===== config.mk =====
export PLATFORM = sky130hd
export DESIGN_NAME = sd_link_arb_flat
export DESIGN_NICKNAME = d
export VERILOG_FILES = /design/src/rtl/sd_link_arb_pkg.sv /design/src/rtl/sd_link_arb_if.sv /design/src/rtl/sd_rr_pick.sv /design/src/rtl/sd_link_arb.sv /design/src/flat_wrapper.sv
export SDC_FILE = /design/constraint.sdc
export NUM_CORES = 1
export LEC_CHECK = 0
export BUFFER_PORTS_ARGS = -buffer_cell sky130_fd_sc_hd__buf_2
export CORE_MARGIN = 3
export CORE_UTILIZATION = 53
export DETAILED_ROUTE_END_ITERATION = 10
export PLACE_DENSITY = 0.85
export RECOVER_POWER = 50
export SYNTH_ARGS = -nofsm -noshare
export SYNTH_HDL_FRONTEND = slang
export SYNTH_SLANG_ARGS = --single-unit
export TNS_END_PERCENT = 100

===== constraint.sdc =====
create_clock -name clk -period 7.9 [get_ports clk]
set_clock_uncertainty 0.05 [all_clocks]
set_input_delay 0.79 -clock clk [delete_from_list [all_inputs] [get_ports clk]]
set_output_delay 0.79 -clock clk [all_outputs]
set_load 0.01 [all_outputs]

===== src/rtl/sd_link_arb_pkg.sv =====
// sd_link_arb_pkg: shared FSM encoding and channel-id width helper for the link arbiter
package sd_link_arb_pkg;
   typedef enum logic [1:0] {ST_IDLE = 2'd0, ST_LOW = 2'd1, ST_HIGH = 2'd2} state_t;
   function automatic int isz_f(input int n);
      return (n > 2) ? $clog2(n) : 1;
   endfunction
endpackage


===== src/rtl/sd_link_arb_if.sv =====
// sd_link_arb_if: requester bus plus half-width link bus of the link arbiter
//   c_srdy/c_data/c_drdy : per-channel full-width source handshake (channel k at c_data[k*width +: width])
//   p_srdy/p_data/p_chan/p_last/p_drdy : half-beat link handshake, p_last marks the high half
//   master : arbiter side, slave : requesters plus downstream link
interface sd_link_arb_if #(parameter int width = 8, parameter int inputs = 4);
   import sd_link_arb_pkg::*;
   localparam int isz = isz_f(inputs);
   logic [inputs-1:0]       c_srdy;
   logic [inputs-1:0]       c_drdy;
   logic [inputs*width-1:0] c_data;
   logic                    p_srdy;
   logic                    p_drdy;
   logic                    p_last;
   logic [width/2-1:0]      p_data;
   logic [isz-1:0]          p_chan;
   modport master (input c_srdy, c_data, p_drdy, output c_drdy, p_srdy, p_data, p_chan, p_last);
   modport slave  (output c_srdy, c_data, p_drdy, input c_drdy, p_srdy, p_data, p_chan, p_last);
endinterface


===== src/rtl/sd_rr_pick.sv =====
// sd_rr_pick: combinational round-robin picker, first requester scanning from ptr+1 modulo inputs
//   req    : request vector
//   ptr    : last granted index
//   gnt    : one-hot grant (zero when no request)
//   gnt_id : index of the granted requester
//   any    : at least one request present
module sd_rr_pick #(
   parameter int inputs = 4,
   parameter int isz    = 2
) (
   input  logic [inputs-1:0] req,
   input  logic [isz-1:0]    ptr,
   output logic [inputs-1:0] gnt,
   output logic [isz-1:0]    gnt_id,
   output logic              any
);
   always_comb begin
      int k;
      logic [isz-1:0] w_idx;
      gnt    = '0;
      gnt_id = '0;
      any    = 1'b0;
      k      = 0;
      w_idx  = '0;
      // scan farthest first so the nearest requester after ptr overwrites and wins
      for (int i = inputs; i >= 1; i--) begin
         k     = (int'(ptr) + i) % inputs;
         w_idx = k[isz-1:0];
         if (req[w_idx]) begin
            gnt        = '0;
            gnt[w_idx] = 1'b1;
            gnt_id     = w_idx;
            any        = 1'b1;
         end
      end
   end
endmodule


===== src/rtl/sd_link_arb.sv =====
// sd_link_arb: round-robin arbiter that serializes full-width words onto a half-width srdy/drdy link
//   clk   : clock, all state on rising edge
//   reset : asynchronous active-low reset
//   bus   : sd_link_arb_if.master (requester handshakes in, half-beat link out)
// Optional: define SDLIB_LINK_ARB_PRIO0_EN to make channel 0 strict priority over a
// round-robin among channels 1..inputs-1 (channel-0 grants leave the pointer alone).
module sd_link_arb
   import sd_link_arb_pkg::*;
#(
   parameter int width  = 8,
   parameter int inputs = 4
) (
   input logic           clk,
   input logic           reset,
   sd_link_arb_if.master bus
);
   localparam int isz = isz_f(inputs);

   state_t            r_state;
   state_t            w_next;
   logic [width-1:0]  r_hold;
   logic [isz-1:0]    r_chan;
   logic [isz-1:0]    r_ptr;
   logic [inputs-1:0] w_req;
   logic [inputs-1:0] w_gnt;
   logic [inputs-1:0] w_rr_gnt;
   logic [isz-1:0]    w_gnt_id;
   logic [isz-1:0]    w_rr_id;
   logic              w_any;
   logic              w_rr_any;
   logic              w_ptr_upd;
   logic              w_arb;
   logic              w_take;

`ifdef SDLIB_LINK_ARB_PRIO0_EN
   assign w_req     = {bus.c_srdy[inputs-1:1], 1'b0};
   assign w_gnt     = bus.c_srdy[0] ? {{(inputs-1){1'b0}}, 1'b1} : w_rr_gnt;
   assign w_gnt_id  = bus.c_srdy[0] ? '0 : w_rr_id;
   assign w_any     = bus.c_srdy[0] | w_rr_any;
   assign w_ptr_upd = ~bus.c_srdy[0];
`else
   assign w_req     = bus.c_srdy;
   assign w_gnt     = w_rr_gnt;
   assign w_gnt_id  = w_rr_id;
   assign w_any     = w_rr_any;
   assign w_ptr_upd = 1'b1;
`endif

   sd_rr_pick #(.inputs(inputs), .isz(isz)) u_pick (
      .req    (w_req),
      .ptr    (r_ptr),
      .gnt    (w_rr_gnt),
      .gnt_id (w_rr_id),
      .any    (w_rr_any)
   );

   always_comb begin
      // arbitration happens in IDLE or when the high half leaves; held off while in reset
      w_arb       = reset && (r_state == ST_IDLE || (r_state == ST_HIGH && bus.p_drdy));
      w_take      = w_arb && w_any;
      w_next      = w_take ? ST_LOW :
                    (r_state == ST_LOW) ? (bus.p_drdy ? ST_HIGH : ST_LOW) :
                    (r_state == ST_HIGH && !bus.p_drdy) ? ST_HIGH : ST_IDLE;
      bus.c_drdy  = w_take ? w_gnt : '0;
      bus.p_srdy  = r_state != ST_IDLE;
      bus.p_last  = r_state == ST_HIGH;
      bus.p_data  = (r_state == ST_HIGH) ? r_hold[width-1:width/2] : r_hold[width/2-1:0];
      bus.p_chan  = r_chan;
   end

   always_ff @(posedge clk or negedge reset)
      if (!reset) r_state <= ST_IDLE;
      else        r_state <= w_next;

   always_ff @(posedge clk or negedge reset)
      if (!reset) begin
         r_hold <= '0;
         r_chan <= '0;
         r_ptr  <= isz'(inputs - 1);
      end else if (w_take) begin
         r_hold <= bus.c_data[w_gnt_id*width +: width];
         r_chan <= w_gnt_id;
         if (w_ptr_upd) r_ptr <= w_gnt_id;
      end
endmodule


===== src/flat_wrapper.sv =====
// flat-port wrapper written by rule: the top's interface ports become plain ports
module sd_link_arb_flat import sd_link_arb_pkg::*;
#(
   parameter int width  = 8,
   parameter int inputs = 4
)
  (clk, reset, bus_c_srdy, bus_c_data, bus_p_drdy, bus_c_drdy, bus_p_srdy, bus_p_data, bus_p_chan, bus_p_last);
  sd_link_arb_if #(.width(width), .inputs(inputs)) bus_i ();
  input logic clk;
  input logic reset;
  input wire logic [$bits(bus_i.c_srdy)-1:0] bus_c_srdy;
  input wire logic [$bits(bus_i.c_data)-1:0] bus_c_data;
  input wire logic [$bits(bus_i.p_drdy)-1:0] bus_p_drdy;
  output wire logic [$bits(bus_i.c_drdy)-1:0] bus_c_drdy;
  output wire logic [$bits(bus_i.p_srdy)-1:0] bus_p_srdy;
  output wire logic [$bits(bus_i.p_data)-1:0] bus_p_data;
  output wire logic [$bits(bus_i.p_chan)-1:0] bus_p_chan;
  output wire logic [$bits(bus_i.p_last)-1:0] bus_p_last;
  assign bus_i.c_srdy = bus_c_srdy;
  assign bus_i.c_data = bus_c_data;
  assign bus_i.p_drdy = bus_p_drdy;
  assign bus_c_drdy = bus_i.c_drdy;
  assign bus_p_srdy = bus_i.p_srdy;
  assign bus_p_data = bus_i.p_data;
  assign bus_p_chan = bus_i.p_chan;
  assign bus_p_last = bus_i.p_last;
  sd_link_arb #(.width(width), .inputs(inputs)) u_core (.clk(clk), .reset(reset), .bus(bus_i));
endmodule

* Word-level counts from Yosys, hierarchy flattened *
Index checks and enable logic that the tools add are counted.

word-level totals
  word-level logic and storage cells = 65
  register bits = 14
  output and inout bits = 12
  input port bits = 39

operators by class
  reductions and logical operators = 12
  $add $sub $neg = 4
  muxes and demuxes = 34
  equal/unequal tests = 2
  magnitude comparators = 8
  shift-type cells = 1

operators with widths
  cell                                                                                  count
  32-bit by 6-bit indexed part select with 8-bit output                                 1
  4-bit two-way mux                                                                     6
  2-bit two-way mux                                                                     8
  2-bit by 3-bit less-than comparator with 1-bit output (second input constant)         4
  1-bit two-way mux                                                                     12
  1-bit binary-select mux with 2-bit select                                             4
  1-bit demux with 2-bit select                                                         4
  2-bit by 1-bit greater-or-equal comparator with 1-bit output (second input constant)  4
  1-bit logical AND                                                                     8
  2-bit by 1-bit adder with 2-bit output (second input constant)                        2
  2-bit adder (second input constant)                                                   2
  2-bit by 1-bit == test with 1-bit output (second input constant)                      1
  2-bit == test (second input constant)                                                 1
  2-bit logical NOT                                                                     1
  2-bit nonzero test                                                                    1
  1-bit logical NOT                                                                     1
  1-bit logical OR                                                                      1

* Logic depth before layout (Yosys ltp) *
  word-level depth = 10
  mapped depth = 11
  depth with buffers taken out = 8

* Modules after synthesis *
From an unflattened synthesis, not the netlist that was laid out.

unflattened totals
  cells, all modules = 124
  area total of the unflattened synthesis = 1,410.1 sq um

by module, submodules not included
  module       cells an instance  area an instance (sq um)  sequential area each (sq um)  times used
  sd_link_arb  55                 870.8                     352.8                         1
  sd_rr_pick   69                 539.3                     0.0                           1

* Least setup slack after synthesis *
Ideal clock, no wire load.

  path kind = register to output
  from = register u_core.r_ptr[0]
  to = output bus_c_drdy[0]
  arrival = 2,176 ps
  path slack = 4,884 ps
  cell stages (with the launch flop) = 10
  cell sequence = dfstp_2 -> buf_6 -> inv_1 -> ha_1 -> buf_6 -> mux2_2 -> o21ai_1 -> nand2_1 -> o221ai_1 -> a21oi_1

between the ends
  cells in the longest elaborated chain, start to end = 10

ends and longest elaborated chain
  element                                                                                                                                                      line                source
  start: declaration                                                                                                                                           sd_link_arb.sv:23   logic [isz-1:0] r_ptr;
  start signal: assignment                                                                                                                                     sd_link_arb.sv:79   r_ptr <= isz'(inputs - 1);
  start signal: assignment                                                                                                                                     sd_link_arb.sv:83   if (w_ptr_upd) r_ptr <= w_gnt_id;
  2-bit by 1-bit adder with 2-bit output                                                                                                                       sd_rr_pick.sv:27    k = (int'(ptr) + i) % inputs;
  2-bit by 3-bit less-than comparator with 1-bit output (not written as such) or 2-bit by 1-bit greater-or-equal comparator with 1-bit output (tied branches)  sd_rr_pick.sv:31    gnt[w_idx] = 1'b1;
  1-bit logical AND (not written as such)                                                                                                                      sd_rr_pick.sv:31
  1-bit two-way mux (not written as such)                                                                                                                      sd_rr_pick.sv:31
  1-bit demux with 2-bit select                                                                                                                                sd_rr_pick.sv:31
  4-bit two-way mux (4 in series)                                                                                                                              sd_rr_pick.sv:29    if (req[w_idx]) begin
  4-bit two-way mux (*)                                                                                                                                        sd_link_arb.sv:64   bus.c_drdy = w_take ? w_gnt : '0;
  end: declaration                                                                                                                                             flat_wrapper.sv:14  output wire logic [$bits(bus_i.c_drdy)-1:0] bus_c_drdy;

Mark *: on every way between the ends. The rest lies on a longest branch, timed or not. The select of a mux whose other input is x is not followed.

* Worst setup path in the final report *
  from = input reset
  to = output bus_c_drdy[0]

between the ends
  cells in the longest elaborated chain, start to end = 3

ends and longest elaborated chain
  element             line                source
  start: declaration  flat_wrapper.sv:10  input logic reset;
  1-bit logical AND   sd_link_arb.sv:59   w_arb = reset && (r_state == ST_IDLE || (r_state == ST_HIGH && bus.p_drdy));
  1-bit logical AND   sd_link_arb.sv:60   w_take = w_arb && w_any;
  4-bit two-way mux   sd_link_arb.sv:64

Every way passes these cells.

==> report_table.html <==
<table>
<tr><th>Metric</th><th>Value</th></tr>
<tr><th colspan="2">Setup path</th></tr>
<tr><td>Cell count along the critical path</td><td>6</td></tr>
<tr><td>Maximum cell stage delay along the critical path</td><td>0.82 ns</td></tr>
<tr><td>Worst R2R Path Depth</td><td>8</td></tr>
<tr><td>Worst Path Arrival</td><td>3.17 ns</td></tr>
<tr><td>Crit. End Element</td><td>output port</td></tr>
<tr><td>Worst Setup Path Type</td><td>in -&gt; out</td></tr>
<tr><td>Slowest stage cell, crit path</td><td>sky130_fd_sc_hd__a21oi_1</td></tr>
<tr><td>CP top delay family</td><td>compound AO/OA/AOI/OAI gates</td></tr>
<tr><td>Cell breakdown of the critical path</td><td>clkbuf_1 &gt; nand3b_1 &gt; a21oi_1 &gt; o221ai_1 &gt; a21oi_1 &gt; buf_2</td></tr>
<tr><td>Worst-case register-to-register setup slack</td><td>4.99 ns</td></tr>
<tr><td>FF-to-FF End</td><td>u_core.r_hold[3]$_DFFE_PN0P_</td></tr>
<tr><td>Worst R2R Start</td><td>u_core.r_ptr[0]$_DFFE_PN1P_</td></tr>
<tr><td>CP Launch Type</td><td>input pin</td></tr>
<tr><td>Worst path required time</td><td>7.06 ns</td></tr>
<tr><td>Largest fanout on the critical path</td><td>15</td></tr>
<tr><td>Buffers &amp; Inverters on Critical Path</td><td>2</td></tr>
<tr><td>Most frequent CP cell</td><td>sky130_fd_sc_hd__a21oi_1</td></tr>
<tr><th colspan="2">Detailed routing</th></tr>
<tr><td>Aggregate routed wire length</td><td>3.30 mm</td></tr>
<tr><td>Average wire length per cell after detail routing</td><td>16.2 um</td></tr>
<tr><td>DR iter-0 viols</td><td>83</td></tr>
<tr><td>Met3 routed WL</td><td>132 um</td></tr>
<tr><td>Post-route met1 wirelength</td><td>1.36 mm</td></tr>
<tr><td>DRT Pass-1 Iters</td><td>4</td></tr>
<tr><td>Total length of routed met2 wires</td><td>1.77 mm</td></tr>
<tr><td>Post-detailed-route count of antenna-violating nets</td><td>0</td></tr>
<tr><td>Highest metal layer with signal wires</td><td>met4</td></tr>
<tr><td>Total DRC errors in the routed layout</td><td>0</td></tr>
<tr><td>Vias per inst</td><td>5.97</td></tr>
<tr><td>Via count</td><td>1211</td></tr>
<tr><th colspan="2">Placed design</th></tr>
<tr><td>IO buf count</td><td>50</td></tr>
<tr><td>Detailed placement HPWL</td><td>2.55 mm</td></tr>
<tr><td>Routability Congestion</td><td>0.768</td></tr>
<tr><td>Area of placed instances</td><td>0.00155 mm^2</td></tr>
<tr><th colspan="2">STA</th></tr>
<tr><td>Slew HR</td><td>0.353</td></tr>
<tr><td>Period utilization</td><td>0.507</td></tr>
<tr><td>Final-report setup violation count</td><td>0</td></tr>
<tr><td>Max Transition Viols Final</td><td>0</td></tr>
<tr><td>Unrepaired setup endpoints after global routing</td><td>no</td></tr>
<tr><td>Number of hold violations in the final report</td><td>0</td></tr>
<tr><td>Measured slew at the worst slew-check pin</td><td>0.970 ns</td></tr>
<tr><td>Fmax</td><td>250 MHz</td></tr>
<tr><td>Setup TNS Final</td><td>0 ns</td></tr>
<tr><td>Shortest period the worst path allows</td><td>4.01 ns</td></tr>
<tr><th colspan="2">Synth</th></tr>
<tr><td>Cell count after synthesis</td><td>131</td></tr>
<tr><td>Post-synthesis mux area share</td><td>0.217</td></tr>
<tr><td>Post-synth EDFFs</td><td>0</td></tr>
<tr><td>Area share of xor/xnor cells in the synthesized design</td><td>0</td></tr>
<tr><td>Async set-or-reset flop fraction in the synthesized netlist</td><td>1.00</td></tr>
<tr><td>Synthesis Warnings</td><td>0</td></tr>
<tr><td>Top-count cell post-synth</td><td>sky130_fd_sc_hd__mux2i_1</td></tr>
<tr><td>Compound-gate portion of the synthesized area</td><td>0.249</td></tr>
<tr><td>Dominant combinational cell family by area after synthesis</td><td>compound AO/OA/AOI/OAI gates</td></tr>
<tr><td>Portion of the post-synthesis area used by sequential elements</td><td>0.257</td></tr>
<tr><td>Area share of fa/ha/maj cells after synthesis</td><td>0.0547</td></tr>
<tr><td>Yosys top cell by area</td><td>sky130_fd_sc_hd__dfrtp_1</td></tr>
<tr><td>Post-Syn Area</td><td>0.00137 mm^2</td></tr>
<tr><td>Largest cells by area after synthesis</td><td>sky130_fd_sc_hd__dfrtp_1, sky130_fd_sc_hd__mux2i_1, sky130_fd_sc_hd__a221oi_2</td></tr>
<tr><td>Number of unique standard cell types used by synthesis</td><td>39</td></tr>
<tr><td>Net count after synthesis</td><td>176</td></tr>
<tr><td>Simple-Gate Fraction of Synth Area</td><td>0.132</td></tr>
<tr><td>FF+latch count, synth</td><td>14</td></tr>
<tr><td>List of most frequent post-synthesis cells</td><td>sky130_fd_sc_hd__mux2i_1, sky130_fd_sc_hd__nor2_1, sky130_fd_sc_hd__dfrtp_1</td></tr>
<tr><td>Most common flop cell mapped by yosys</td><td>sky130_fd_sc_hd__dfrtp_1</td></tr>
<tr><td>Syn_area_per_cell</td><td>10.5 um^2</td></tr>
<tr><td>Fraction of post-synthesis cell area in the top cell type by area</td><td>0.219</td></tr>
<tr><th colspan="2">Final layout</th></tr>
<tr><td>Number of inserted diodes</td><td>0</td></tr>
<tr><td>Nets</td><td>221</td></tr>
<tr><td>Final cell area excluding filler cells</td><td>0.00158 mm^2</td></tr>
<tr><td>Share of cells above drive strength 1</td><td>0.434</td></tr>
<tr><td>Area growth, synth to finish</td><td>15.1%</td></tr>
<tr><td>Number of filler instances in the final layout</td><td>217</td></tr>
<tr><th colspan="2">Pwr</th></tr>
<tr><td>Switching power as a share of total power</td><td>0.468</td></tr>
<tr><td>Static Leak</td><td>0.751 nW</td></tr>
<tr><td>Largest vdd supply drop</td><td>0.222 mV</td></tr>
<tr><td>Clk network pwr share</td><td>0.084</td></tr>
<tr><td>Net switching component of the power</td><td>289 uW</td></tr>
<tr><td>Cell internal power dissipation</td><td>328 uW</td></tr>
<tr><td>Combinational power share</td><td>0.677</td></tr>
<tr><td>Power density over the cells</td><td>391 mW/mm^2</td></tr>
<tr><td>Sequential power share</td><td>0.238</td></tr>
<tr><th colspan="2">Floorplan</th></tr>
<tr><td>Core Box Area</td><td>0.00234 mm^2</td></tr>
<tr><td>Total die area</td><td>0.00323 mm^2</td></tr>
<tr><td>Count of pins on the block boundary</td><td>51</td></tr>
<tr><td>Floorplan die height</td><td>56.9 um</td></tr>
<tr><td>Effective utilization at floorplan</td><td>0.586</td></tr>
<tr><td>Die X</td><td>56.9 um</td></tr>
<tr><td># rows</td><td>17</td></tr>
<tr><th colspan="2">Clock tree</th></tr>
<tr><td>Register clock-pin slew on the reported worst setup and hold paths</td><td>0.08 ns</td></tr>
<tr><td>Largest buffer count on any clock path</td><td>2</td></tr>
<tr><td>Skew-Pair Late Insertion Delay</td><td>0.28 ns</td></tr>
<tr><td>Maximum level of the CTS H-tree</td><td>1</td></tr>
<tr><td>Cell at the root of the clock tree</td><td>sky130_fd_sc_hd__clkbuf_4</td></tr>
<tr><td>Gates resized, CTS repair</td><td>0</td></tr>
<tr><td>Clock tree from TritonCTS</td><td>built</td></tr>
<tr><td>Total CTS buffers</td><td>3</td></tr>
<tr><td>CTS sink count</td><td>14</td></tr>
<tr><td>Postcts setup bufs</td><td>0</td></tr>
<tr><td>Hold buffer count at cts</td><td>0</td></tr>
<tr><th colspan="2">Global route</th></tr>
<tr><td>Antenna violations before repair</td><td>0</td></tr>
<tr><td>First-pass GRT wire length</td><td>5.37 mm</td></tr>
<tr><td>Aggregate global-route resource usage</td><td>0.207</td></tr>
<tr><td>Pin count of the biggest net entering global routing</td><td>19</td></tr>
<tr><td>Total congestion overflow after global routing</td><td>0</td></tr>
<tr><td>Vias in the first global route</td><td>1174</td></tr>
<tr><th colspan="2">Run status</th></tr>
<tr><td>Result of the run</td><td>finished clean</td></tr>
<tr><th colspan="2">Job</th></tr>
<tr><td>Number of maximum-capacitance violations</td><td>0</td></tr>
<tr><th colspan="2">Worst hold path</th></tr>
<tr><td>Worst Hold Class</td><td>reg -&gt; reg</td></tr>
<tr><td>Worst hold path depth</td><td>1</td></tr>
<tr><td>Beginning of the worst hold path</td><td>u_core.bus.p_chan[1]$_DFFE_PN0P_</td></tr>
<tr><td>Hold Path Sink</td><td>u_core.bus.p_chan[1]$_DFFE_PN0P_</td></tr>
</table>
==> layer usage <==
layer / up-vias / GRT usage
li1: 586 / -
met1: 581 / 0.247
met2: 39 / 0.391
met3: 5 / 0.0161
met4: 0 / 0.0596
met5: - / 0
==> area by class of cell <==
type | count | area, um^2 | share of cell area
clock buffer | 4 | 36.3 | 0.0230
tap | 28 | 35.0 | 0.0222
multi-input combinational | 103 | 896 | 0.567
sequential | 14 | 353 | 0.223
inverter | 4 | 15.0 | 0.00951
timing repair buffer | 50 | 244 | 0.155
==> worst max-delay path by stage <==
| stage | start | to | slack, ns |
|---|---|---|---|
| floorplan | u_core.r_ptr[0]$_DFFE_PN1P_ | bus_c_drdy[0] | 4.88 |
| global placement | reset | bus_c_drdy[1] | 4.49 |
| detailed placement | reset | bus_c_drdy[1] | 4.34 |
| CTS | u_core.r_ptr[0]$_DFFE_PN1P_ | bus_c_drdy[1] | 4.11 |
| global route | reset | bus_c_drdy[0] | 3.60 |
| finish | reset | bus_c_drdy[0] | 3.89 |
==> through the flow <==
| stage | total power [mW] | utilization | std cells | worst slack (ns) | hold slack, ns |
|---|---|---|---|---|---|
| final | 0.617 | 0.675 | 203 | 3.89 | 0.435 |
| after global routing | 0.665 | 0.675 | 203 | 3.60 | 0.487 |
| after CTS | 0.618 | 0.678 | 203 | 4.11 | 0.347 |
| after detailed placement | 0.566 | 0.662 | 199 | 4.34 | 0.410 |
| after global placement | 0.540 | 0.662 | 199 | 4.49 | 0.410 |
| after floorplan | 0.504 | - | 131 | 4.88 | 0.444 |
==> cells by family (layout without fill, tap and decap cells) <==
group | after synthesis | count (layout)
AOI/OAI and AO/OA | 39 | 39
adders and majority gates | 6 | 6
and+or+nand+nor | 33 | 33
muxes | 25 | 25
DFF | 14 | 14
buffers and inverters | 14 | 58
==> worst register-to-register path, delay by kind of cell (launching register included) <==
kind                     cells  cell delay (ns)
AO/OA/AOI/OAI                3             0.37
adder cells (fa/ha/maj)      1             0.44
buffers and inverters        1             0.16
flip-flops                   1             0.72
multiplexers                 1             0.33
AND/OR/NAND/NOR              2             0.70
==> cells in the final DEF, fill, tap and decap left out, types with 3 or more instances in the layout <==
cell,instances
sky130_fd_sc_hd__a21oi_1,8
sky130_fd_sc_hd__a221oi_2,8
sky130_fd_sc_hd__a22oi_1,4
sky130_fd_sc_hd__buf_2,45
sky130_fd_sc_hd__clkbuf_1,5
sky130_fd_sc_hd__clkbuf_4,3
sky130_fd_sc_hd__dfrtp_1,12
sky130_fd_sc_hd__ha_1,6
sky130_fd_sc_hd__inv_1,3
sky130_fd_sc_hd__mux2_2,5
sky130_fd_sc_hd__mux2i_1,17
sky130_fd_sc_hd__nand2_1,5
sky130_fd_sc_hd__nand2b_1,4
sky130_fd_sc_hd__nor2_1,14
sky130_fd_sc_hd__o21ai_0,4
sky130_fd_sc_hd__o221ai_1,4
==> flip-flops by register name, summed over array words and instances, names as in the netlist <==
register and flops:
u_core.bus.p_chan 2, u_core.r_hold 8, u_core.r_state 2, u_core.r_ptr 2
==> power by group through the flow <==
stage	clock network [mW]	registers (mW)	logic (mW)
after detailed placement	0	0.147	0.419
after global placement	0	0.144	0.396
after CTS	0.0520	0.146	0.420
after floorplan	0	0.132	0.372
after global routing	0.0560	0.154	0.456
final	0.0520	0.147	0.418
Note: power is estimated with default switching activity, not from simulation.
